### config.mk
export PLATFORM = sky130hd
export DESIGN_NAME = ah_snoop_requester
export DESIGN_NICKNAME = d
export VERILOG_FILES = /design/src/rtl/ah_snoop_pkg.sv /design/src/rtl/ah_down_counter.sv /design/src/rtl/ah_snoop_requester.sv
export SDC_FILE = /design/constraint.sdc
export NUM_CORES = 1
export LEC_CHECK = 0
export CORE_ASPECT_RATIO = 0.75
export CORE_MARGIN = 2
export CORE_UTILIZATION = 50
export DETAILED_ROUTE_END_ITERATION = 12
export GPL_TIMING_DRIVEN = 0
export PLACE_DENSITY = 0.77
export SYNTH_ARGS = -nofsm -noshare
export SYNTH_HDL_FRONTEND = slang
export SYNTH_SLANG_ARGS = --single-unit
### constraint.sdc
create_clock -name clk -period 15.35 [get_ports clk]
set_input_delay 3.8375 -clock clk [delete_from_list [all_inputs] [get_ports clk]]
set_output_delay 3.8375 -clock clk [all_outputs]
set_load 0.01 [all_outputs]
### src/rtl/ah_snoop_pkg.sv
// Shared types and constants for the snoop requester and snoopable FIFO.
package ah_snoop_pkg;

    localparam int unsigned RETRY_W        = 4;
    localparam int unsigned DEF_DATA_WIDTH = 40;

    typedef enum logic [2:0] {
        StIdle,
        StSnoop,
        StWait,
        StBackoff,
        StOut
    } state_e;

endpackage

### src/rtl/ah_down_counter.sv
// Loadable down counter that saturates at zero and flags when it is zero.
module ah_down_counter #(
    parameter int unsigned Width = 8
) (
    input  logic             clk_i,
    input  logic             rst_i,
    input  logic             load_i,
    input  logic [Width-1:0] load_val_i,
    input  logic             dec_i,
    output logic             zero_o
);

    logic [Width-1:0] cnt_q, cnt_d;

    // Load has priority over decrement; decrement stops at zero.
    always_comb begin
        cnt_d = cnt_q;
        if (load_i) begin
            cnt_d = load_val_i;
        end else if (dec_i && (cnt_q != '0)) begin
            cnt_d = cnt_q - Width'(1);
        end
    end

    // Counter state.
    always_ff @(posedge clk_i or posedge rst_i) begin
        if (rst_i) begin
            cnt_q <= '0;
        end else begin
            cnt_q <= cnt_d;
        end
    end

    assign zero_o = (cnt_q == '0);

endmodule

### src/rtl/ah_snoop_requester.sv
// Snoop initiator: snoops each request word against the FIFO, backs off and
// retries while it still matches, then forwards it tagged hit/miss.
module ah_snoop_requester
    import ah_snoop_pkg::*;
#(
    parameter int unsigned DATA_WIDTH  = DEF_DATA_WIDTH,
    parameter int unsigned SMATCH_LAT  = 1,
    parameter int unsigned MAX_RETRY   = 3,
    parameter int unsigned BACKOFF_CYC = 4
) (
    input  logic                  clk,
    input  logic                  rst,
    input  logic [DATA_WIDTH-1:0] wdata,
    input  logic                  wvalid,
    output logic                  wready,
    output logic [DATA_WIDTH-1:0] sdata,
    output logic                  svalid,
    input  logic                  smatch,
    output logic [DATA_WIDTH-1:0] rdata,
    output logic                  rvalid,
    input  logic                  rready,
    output logic                  rhit,
    output logic [RETRY_W-1:0]    rretry
);

    localparam int unsigned LatW = 3;
    localparam int unsigned BoW  = 8;

    state_e                state_q, state_d;
    logic [DATA_WIDTH-1:0] req_q, req_d;
    logic [RETRY_W-1:0]    retry_q, retry_d;
    logic                  hit_q, hit_d;

    logic                  wready_q, svalid_q, rvalid_q, rhit_q;
    logic [DATA_WIDTH-1:0] sdata_q, rdata_q;
    logic [RETRY_W-1:0]    rretry_q;

    logic lat_load, lat_dec, lat_zero;
    logic bo_load, bo_dec, bo_zero;

    ah_down_counter #(.Width(LatW)) u_lat_cnt (
        .clk_i      (clk),
        .rst_i      (rst),
        .load_i     (lat_load),
        .load_val_i (LatW'(SMATCH_LAT - 1)),
        .dec_i      (lat_dec),
        .zero_o     (lat_zero)
    );

    ah_down_counter #(.Width(BoW)) u_bo_cnt (
        .clk_i      (clk),
        .rst_i      (rst),
        .load_i     (bo_load),
        .load_val_i (BoW'(BACKOFF_CYC - 1)),
        .dec_i      (bo_dec),
        .zero_o     (bo_zero)
    );

    // Next-state and datapath; smatch is only looked at in the sample cycle.
    always_comb begin
        state_d  = state_q;
        req_d    = req_q;
        retry_d  = retry_q;
        hit_d    = hit_q;
        lat_load = 1'b0;
        lat_dec  = 1'b0;
        bo_load  = 1'b0;
        bo_dec   = 1'b0;
        case (state_q)
            StIdle: begin
                if (wvalid) begin
                    req_d   = wdata;
                    retry_d = '0;
                    hit_d   = 1'b0;
                    state_d = StSnoop;
                end
            end
            StSnoop: begin
                lat_load = 1'b1;
                state_d  = StWait;
            end
            StWait: begin
                if (!lat_zero) begin
                    lat_dec = 1'b1;
                end else if (!smatch) begin
                    hit_d   = 1'b0;
                    state_d = StOut;
                end else if (retry_q != RETRY_W'(MAX_RETRY)) begin
                    retry_d = retry_q + RETRY_W'(1);
                    bo_load = 1'b1;
                    state_d = StBackoff;
                end else begin
                    hit_d   = 1'b1;
                    state_d = StOut;
                end
            end
            StBackoff: begin
                if (bo_zero) begin
                    state_d = StSnoop;
                end else begin
                    bo_dec = 1'b1;
                end
            end
            StOut: begin
                if (rready) begin
                    state_d = StIdle;
                end
            end
            default: state_d = StIdle;
        endcase
    end

    // FSM, request holding and registered outputs; outputs follow the next state
    // so they are valid in the same cycle the state is entered.
    always_ff @(posedge clk or posedge rst) begin
        if (rst) begin
            state_q  <= StIdle;
            req_q    <= '0;
            retry_q  <= '0;
            hit_q    <= 1'b0;
            wready_q <= 1'b1;
            svalid_q <= 1'b0;
            sdata_q  <= '0;
            rvalid_q <= 1'b0;
            rdata_q  <= '0;
            rhit_q   <= 1'b0;
            rretry_q <= '0;
        end else begin
            state_q  <= state_d;
            req_q    <= req_d;
            retry_q  <= retry_d;
            hit_q    <= hit_d;
            wready_q <= (state_d == StIdle);
            svalid_q <= (state_d == StSnoop);
            sdata_q  <= (state_d == StSnoop) ? req_d : '0;
            rvalid_q <= (state_d == StOut);
            rdata_q  <= (state_d == StOut) ? req_d : '0;
            rhit_q   <= (state_d == StOut) ? hit_d : 1'b0;
            rretry_q <= (state_d == StOut) ? retry_d : '0;
        end
    end

    assign wready = wready_q;
    assign svalid = svalid_q;
    assign sdata  = sdata_q;
    assign rvalid = rvalid_q;
    assign rdata  = rdata_q;
    assign rhit   = rhit_q;
    assign rretry = rretry_q;

endmodule

==> out/qor.txt, run 1 <==
Worst Setup Start Kind: input port
Sequential cell area: 3680 µm²
Count leader, synth: dfrtp_1
Final Setup Violations: 0
Via count: 3596
DRC: 0
CTS tree: built
Root Buffer: clkbuf_16
CTS Buffer Depth: 2
Sequential area share after synthesis: 0.674
Die Y: 94.5 µm
List of most frequent post-synthesis cells: dfrtp_1, inv_1, nor2_1
Static leakage: 0.00377 µW
Post-route design area: 7590 µm²
Gr ovfl total: 0
Slew @ Worst Pin: 0.752 ns
Net Sw Power: 528 µW
Top_reg_cell synth: dfrtp_1
DP HPWL: 7860 µm
Placed inst area: 6980 µm²
Status: finished clean
Period utilization: 0.358
DR iter-0 viols: 207
Pint: 1060 µW
I/O Pins: 133
Post-synth top area share: 0.670
H-tree levels: 4
WP data arrival: 5.77 ns
Per-cell routed wire length: 16.0 µm
CTS resizes: 0
Vias per cell: 4.91
Worst setup path category: input port to flop
Area occupied by multi-input gates: 1480 µm²
Max VDD drop: 0.145 mV
GRT Util Overall: 0.210
TritonRoute pass-1 iters: 4
Register share of total power: 0.372
Async set-reset flop share out of synthesis: 1.00
Post-CTS setup buffers: 0
Vias in the first global route: 3738
Final ANT Viol Nets: 0
Power after layout: 1590 µW
First-pass GRT wire length: 18900 µm
Fin. max-slew vios: 0
Worst-path clk slew: 0.06 ns
Post-Syn Nets: 481
Largest area contributor in the synthesized netlist: dfrtp_1
Antenna violations before repair: 0
Logic pwr share: 0.369
Setup Skew: 0.0104 ns
Slew headroom: 0.498
Crit-path max FO: 10
Die W: 125 µm
Unrepaired setup endpoints after global routing: no
Area contributors post-synth: dfrtp_1, mux2i_1, nor2_2
Post-synth EDFFs: 0
Pin count of the biggest net entering global routing: 86
Number of buffers created by CTS: 17
CTS Hold Bufs: 0
Fill cells: 712
Yosys cell types: 47
CP Capture Type: flop
Mapped Cells: 432
Switching share of power: 0.332
Tmin final: 5.50 ns
# rows: 32
Sink Count: 147
Setup TNS: 0 ns
Inserted Diodes: 0
Worst hold slack: 0.516 ns
GPL Wtd Cong: 0.808
Core ar.: 10500 µm²
Worst EP required: 15.62 ns
Pwr Density: 210 nW/µm²
Clock power frac: 0.259
Clock Latency Late Sink: 0.41 ns
Fin. Hold Viols: 0
Port Buffer Count: 132
Maximum operating frequency: 182 MHz
Post-Route WL: 11700 µm
Synth warn: 0
Die area: 11800 µm²
Share of cells above drive strength 1: 0.154
#FFs+latches synth: 147
Initial Util: 0.522
Maximum Capacitance Violations: 0
Area growth syn-to-layout: 39.1%
Layout Nets: 633
Min-Delay Path Class: flop to flop
Area of the mapped netlist: 5460 µm²
Mean Syn Cell Area: 12.6 µm²
-- sequential cells by signal (all words and copies together), names as in the netlist, 3 cells and up --
name             flops
rdata               40
req_q               40
retry_q              4
rretry               4
sdata               40
state_q              3
u_bo_cnt.cnt_q       8
u_lat_cnt.cnt_q      3
-- per-stage QoR --
step                      instances  setup slack, ns  utilization
after floorplan                 432             7.56            -
after global placement          700             5.84        0.665
after detailed placement        701             9.40        0.668
after CTS                       733             9.82        0.726
after global routing            733             9.67        0.726
final                           733             9.85        0.726
-- worst paths after layout --
check,slack (ns),endpoint,from,depth (start not counted)
worst max-delay path,9.85,rdata[32]$_DFF_PP0_,smatch,5
worst min-delay path,0.52,req_q[3]$_DFF_PP0_,req_q[3]$_DFF_PP0_,2
worst max register to register,12.80,rdata[32]$_DFF_PP0_,u_lat_cnt.cnt_q[0]$_DFFE_PP0P_,9
worst min register to register,0.52,req_q[3]$_DFF_PP0_,req_q[3]$_DFF_PP0_,2
max in group asynchronous,10.66,wready$_DFF_PP1_,rst,3
min in group asynchronous,3.90,sdata[31]$_DFF_PP0_,rst,2
-- critical path, stage by stage --
cell	delay, ns
clkdlybuf4s50_1	0.58
a211oi_1	0.10
o21bai_1	0.62
clkbuf_1	0.49
nor2_1	0.13
-- power by group through the flow --
stage	Clock (µW)	Combinational, µW	Sequential (µW)
finish	413	588	592
global route	438	643	607
CTS	422	598	594
detailed placement	0	590	598
global placement	0	575	592
floorplan	0	294	630
-- metal layers --
layer  GRT usage  up-vias  wire length (µm)
li1            -     1690                 -
met1       0.259     1782              4920
met2       0.334      110              5550
met3      0.0946       14              1130
met4      0.0721        0               137
met5           0        -                 0
-- area by class of cell --
cell class / instances / area share
Multi-Input combinational cell: 216 / 0.195
Inverter: 52 / 0.0264
Clock inverter: 11 / 0.0167
Sequential cell: 147 / 0.485
Timing Repair Buffer: 133 / 0.178
Clock buffer: 21 / 0.0633
Tap cell: 136 / 0.0224
Buffer: 17 / 0.0132
-- cells by family (layout without fill, tap and decap cells) --
family	Yosys count	count (layout)	share of synthesized area
buf+inv	69	234	0.0541
mux	42	42	0.0770
fa+ha+maj	4	4	0.00917
flops	147	147	0.674
compound gates	32	32	0.0470
xor+xnor	3	3	0.00482
simple gates	135	135	0.133
-- cell usage in the layout, fill, tap and decap left out, drive strengths merged, types with 2 or more instances in the layout --
cell type	netlist	layout
mux2i	42	42
o21ai	6	6
a21oi	6	6
nand2b	3	3
nor3	6	6
o211ai	3	3
clkdlybuf4s50	0	132
dfrtp	146	146
nand3	7	7
nor2	84	84
nand2	10	10
and3b	2	2
xnor2	3	3
o21bai	2	2
a211oi	2	2
clkinv	0	7
and3	2	2
and2	5	5
or3b	2	2
o41ai	2	2
buf	9	10
inv	52	53
a31oi	2	2
nor3b	4	4
or4	2	2
clkbuf	8	29
bufinv	0	2
ha	4	4
nor2b	3	3
(Power assumes the default switching activity.)
==> run 2: changes to the inputs <==
- CORE_UTILIZATION: 50 -> 44
- PLACE_DENSITY: 0.77 -> 0.71
- clock period: 15.35 -> 5 ns (I/O delays scaled with it)
==> out/qor.txt, run 2 (synthesis results as in run 1) <==
Status: finished clean (unchanged)
Die area: 13300 µm² (was 11800 µm²)
Root Buffer: clkbuf_16 (unchanged)
Worst EP required: 5.27 ns (was 15.62 ns)
Initial Util: 0.448 (was 0.522)
H-tree levels: 4 (unchanged)
Number of buffers created by CTS: 17 (unchanged)
CTS Buffer Depth: 2 (unchanged)
# rows: 35 (was 32)
Worst Setup Start Kind: input port (unchanged)
Vias in the first global route: 3798 (was 3738)
Crit-path max FO: 10 (unchanged)
Pin count of the biggest net entering global routing: 46 (was 86)
WL met3: 898 µm (was 1130 µm)
Most frequent cells in the layout: dfrtp_1, clkdlybuf4s50_1, inv_1, nor2_1, mux2i_1 (unchanged)
WP data arrival: 3.18 ns (was 5.77 ns)
Period utilization: 0.581
Sink Count: 147 (unchanged)
Share of cells above drive strength 1: 0.157 (was 0.154)
CTS Hold Bufs: 0 (unchanged)
CTS tree: built (unchanged)
Setup Skew: 0.0141 ns (was 0.0104 ns)
Layout Nets: 635 (was 633)
Die Y: 100 µm (was 94.5 µm)
Setup TNS: 0 ns (unchanged)
CP Capture Type: flop (unchanged)
Placed inst area: 7050 µm² (was 6980 µm²)
Post-CTS setup buffers: 0 (unchanged)
DP HPWL: 8130 µm (was 7860 µm)
Post-place setup slack: 1.62 ns (was 9.40 ns)
Area growth syn-to-layout: 39.9% (was 39.1%)
Most common cell after layout, fill and taps aside: dfrtp_1 (unchanged)
Fin. max-slew vios: 0 (unchanged)
CTS resizes: 0 (unchanged)
GRT Util Overall: 0.188 (was 0.210)
Tmin final: 2.90 ns
Slew headroom: 0.500 (was 0.498)
Fin util: 0.627 (was 0.726)
Pwr Density: 635 nW/µm² (was 210 nW/µm²)
Static leakage: 0.00376 µW (was 0.00377 µW)
TritonRoute pass-1 iters: 4 (unchanged)
Port Buffer Count: 132 (unchanged)
Gr ovfl total: 0 (unchanged)
DR iter-0 viols: 214 (was 207)
Via count: 3572 (was 3596)
Final ANT Viol Nets: 0 (unchanged)
Per-cell routed wire length: 15.1 µm (was 16.0 µm)
Worst-path clk slew: 0.06 ns (about the same)
Slew @ Worst Pin: 0.749 ns (was 0.752 ns)
DR top layer: met4 (unchanged)
Post-Route WL: 11600 µm (was 11700 µm)
Post-layout worst setup margin: 2.10 ns (was 9.85 ns)
Antenna violations before repair: 0 (unchanged)
Inserted Diodes: 0 (unchanged)
Wire length on met1: 5100 µm (was 4920 µm)
Unrepaired setup endpoints after global routing: no (unchanged)
Core ar.: 12200 µm² (was 10500 µm²)
DRC: 0 (unchanged)
Post-route design area: 7630 µm² (was 7590 µm²)
Min-Delay Path Class: flop to flop (unchanged)
Clock Latency Late Sink: 0.42 ns (was 0.41 ns)
First-pass GRT wire length: 19100 µm (was 18900 µm)
Vias per cell: 4.67 (was 4.91)
Maximum operating frequency: 344 MHz
Max VDD drop: 0.330 mV (was 0.145 mV)
Die W: 133 µm (was 125 µm)
Maximum Capacitance Violations: 0 (unchanged)
GPL Wtd Cong: 0.803 (was 0.808)
I/O Pins: 133 (unchanged)
Routed length on met2: 5450 µm (was 5550 µm)
Worst setup path category: input port to flop (unchanged)
Final Setup Violations: 0 (unchanged)
Fin. Hold Viols: 0 (unchanged)
-- run 2: final timing paths --
check | start | endpoint | slack [ns] | cells past startpoint
setup / recovery | wvalid | rdata[32]$_DFF_PP0_ | 2.10 | 6
hold reg to reg | hit_q$_DFF_PP0_ | hit_q$_DFF_PP0_ | 0.49 | 1
min in group asynchronous | rst | req_q[20]$_DFF_PP0_ | 1.21 | 2
setup reg to reg | u_lat_cnt.cnt_q[0]$_DFFE_PP0P_ | rdata[32]$_DFF_PP0_ | 2.43 | 9
hold / removal | hit_q$_DFF_PP0_ | hit_q$_DFF_PP0_ | 0.49 | 1
max in group asynchronous | rst | u_lat_cnt.cnt_q[0]$_DFFE_PP0P_ | 2.94 | 4
-- run 2: cell type report --
class | count | area, µm²
repair buffers | 135 | 1380
flip-flops and latches | 147 | 3680
well taps | 166 | 208
clock inverters | 12 | 119
fillers | 973 | 4540
clock buffers | 20 | 467
plain buffers | 17 | 100
inverters | 52 | 199
multi-input cells | 216 | 1480
-- run 2: per-layer routing --
layer / track usage / vias up
met2: 0.298 / 96
met4: 0.0769 / 0
met3: 0.0712 / 13
met5: 0 / -
met1: 0.235 / 1762
li1: - / 1701
-- run 2: worst max-delay path, stage by stage --
cell and delay, ns:
clkdlybuf4s50_1 0.54, or4b_1 0.46, clkbuf_1 0.23, buf_2 0.30, mux2i_1 0.32, nor2_1 0.07
-- run 2: per-stage QoR --
step / instances / hold slack, ns / total power (µW)
6_report: 765 / 0.492 / 4850
5_1_grt: 765 / 0.538 / 5160
4_1_cts: 765 / 0.504 / 4910
3_5_place_dp: 733 / 0.491 / 3660
3_3_place_gp: 730 / 0.476 / 3590
2_1_floorplan: 432 / 0.458 / 2840
-- run 2: report_power, final --
| part | internal, µW | switching (µW) | total, µW |
|---|---|---|---|
| Combinational | 837 | 965 | 1800 |
| Clock | 732 | 502 | 1230 |
| Sequential | 1640 | 167 | 1810 |
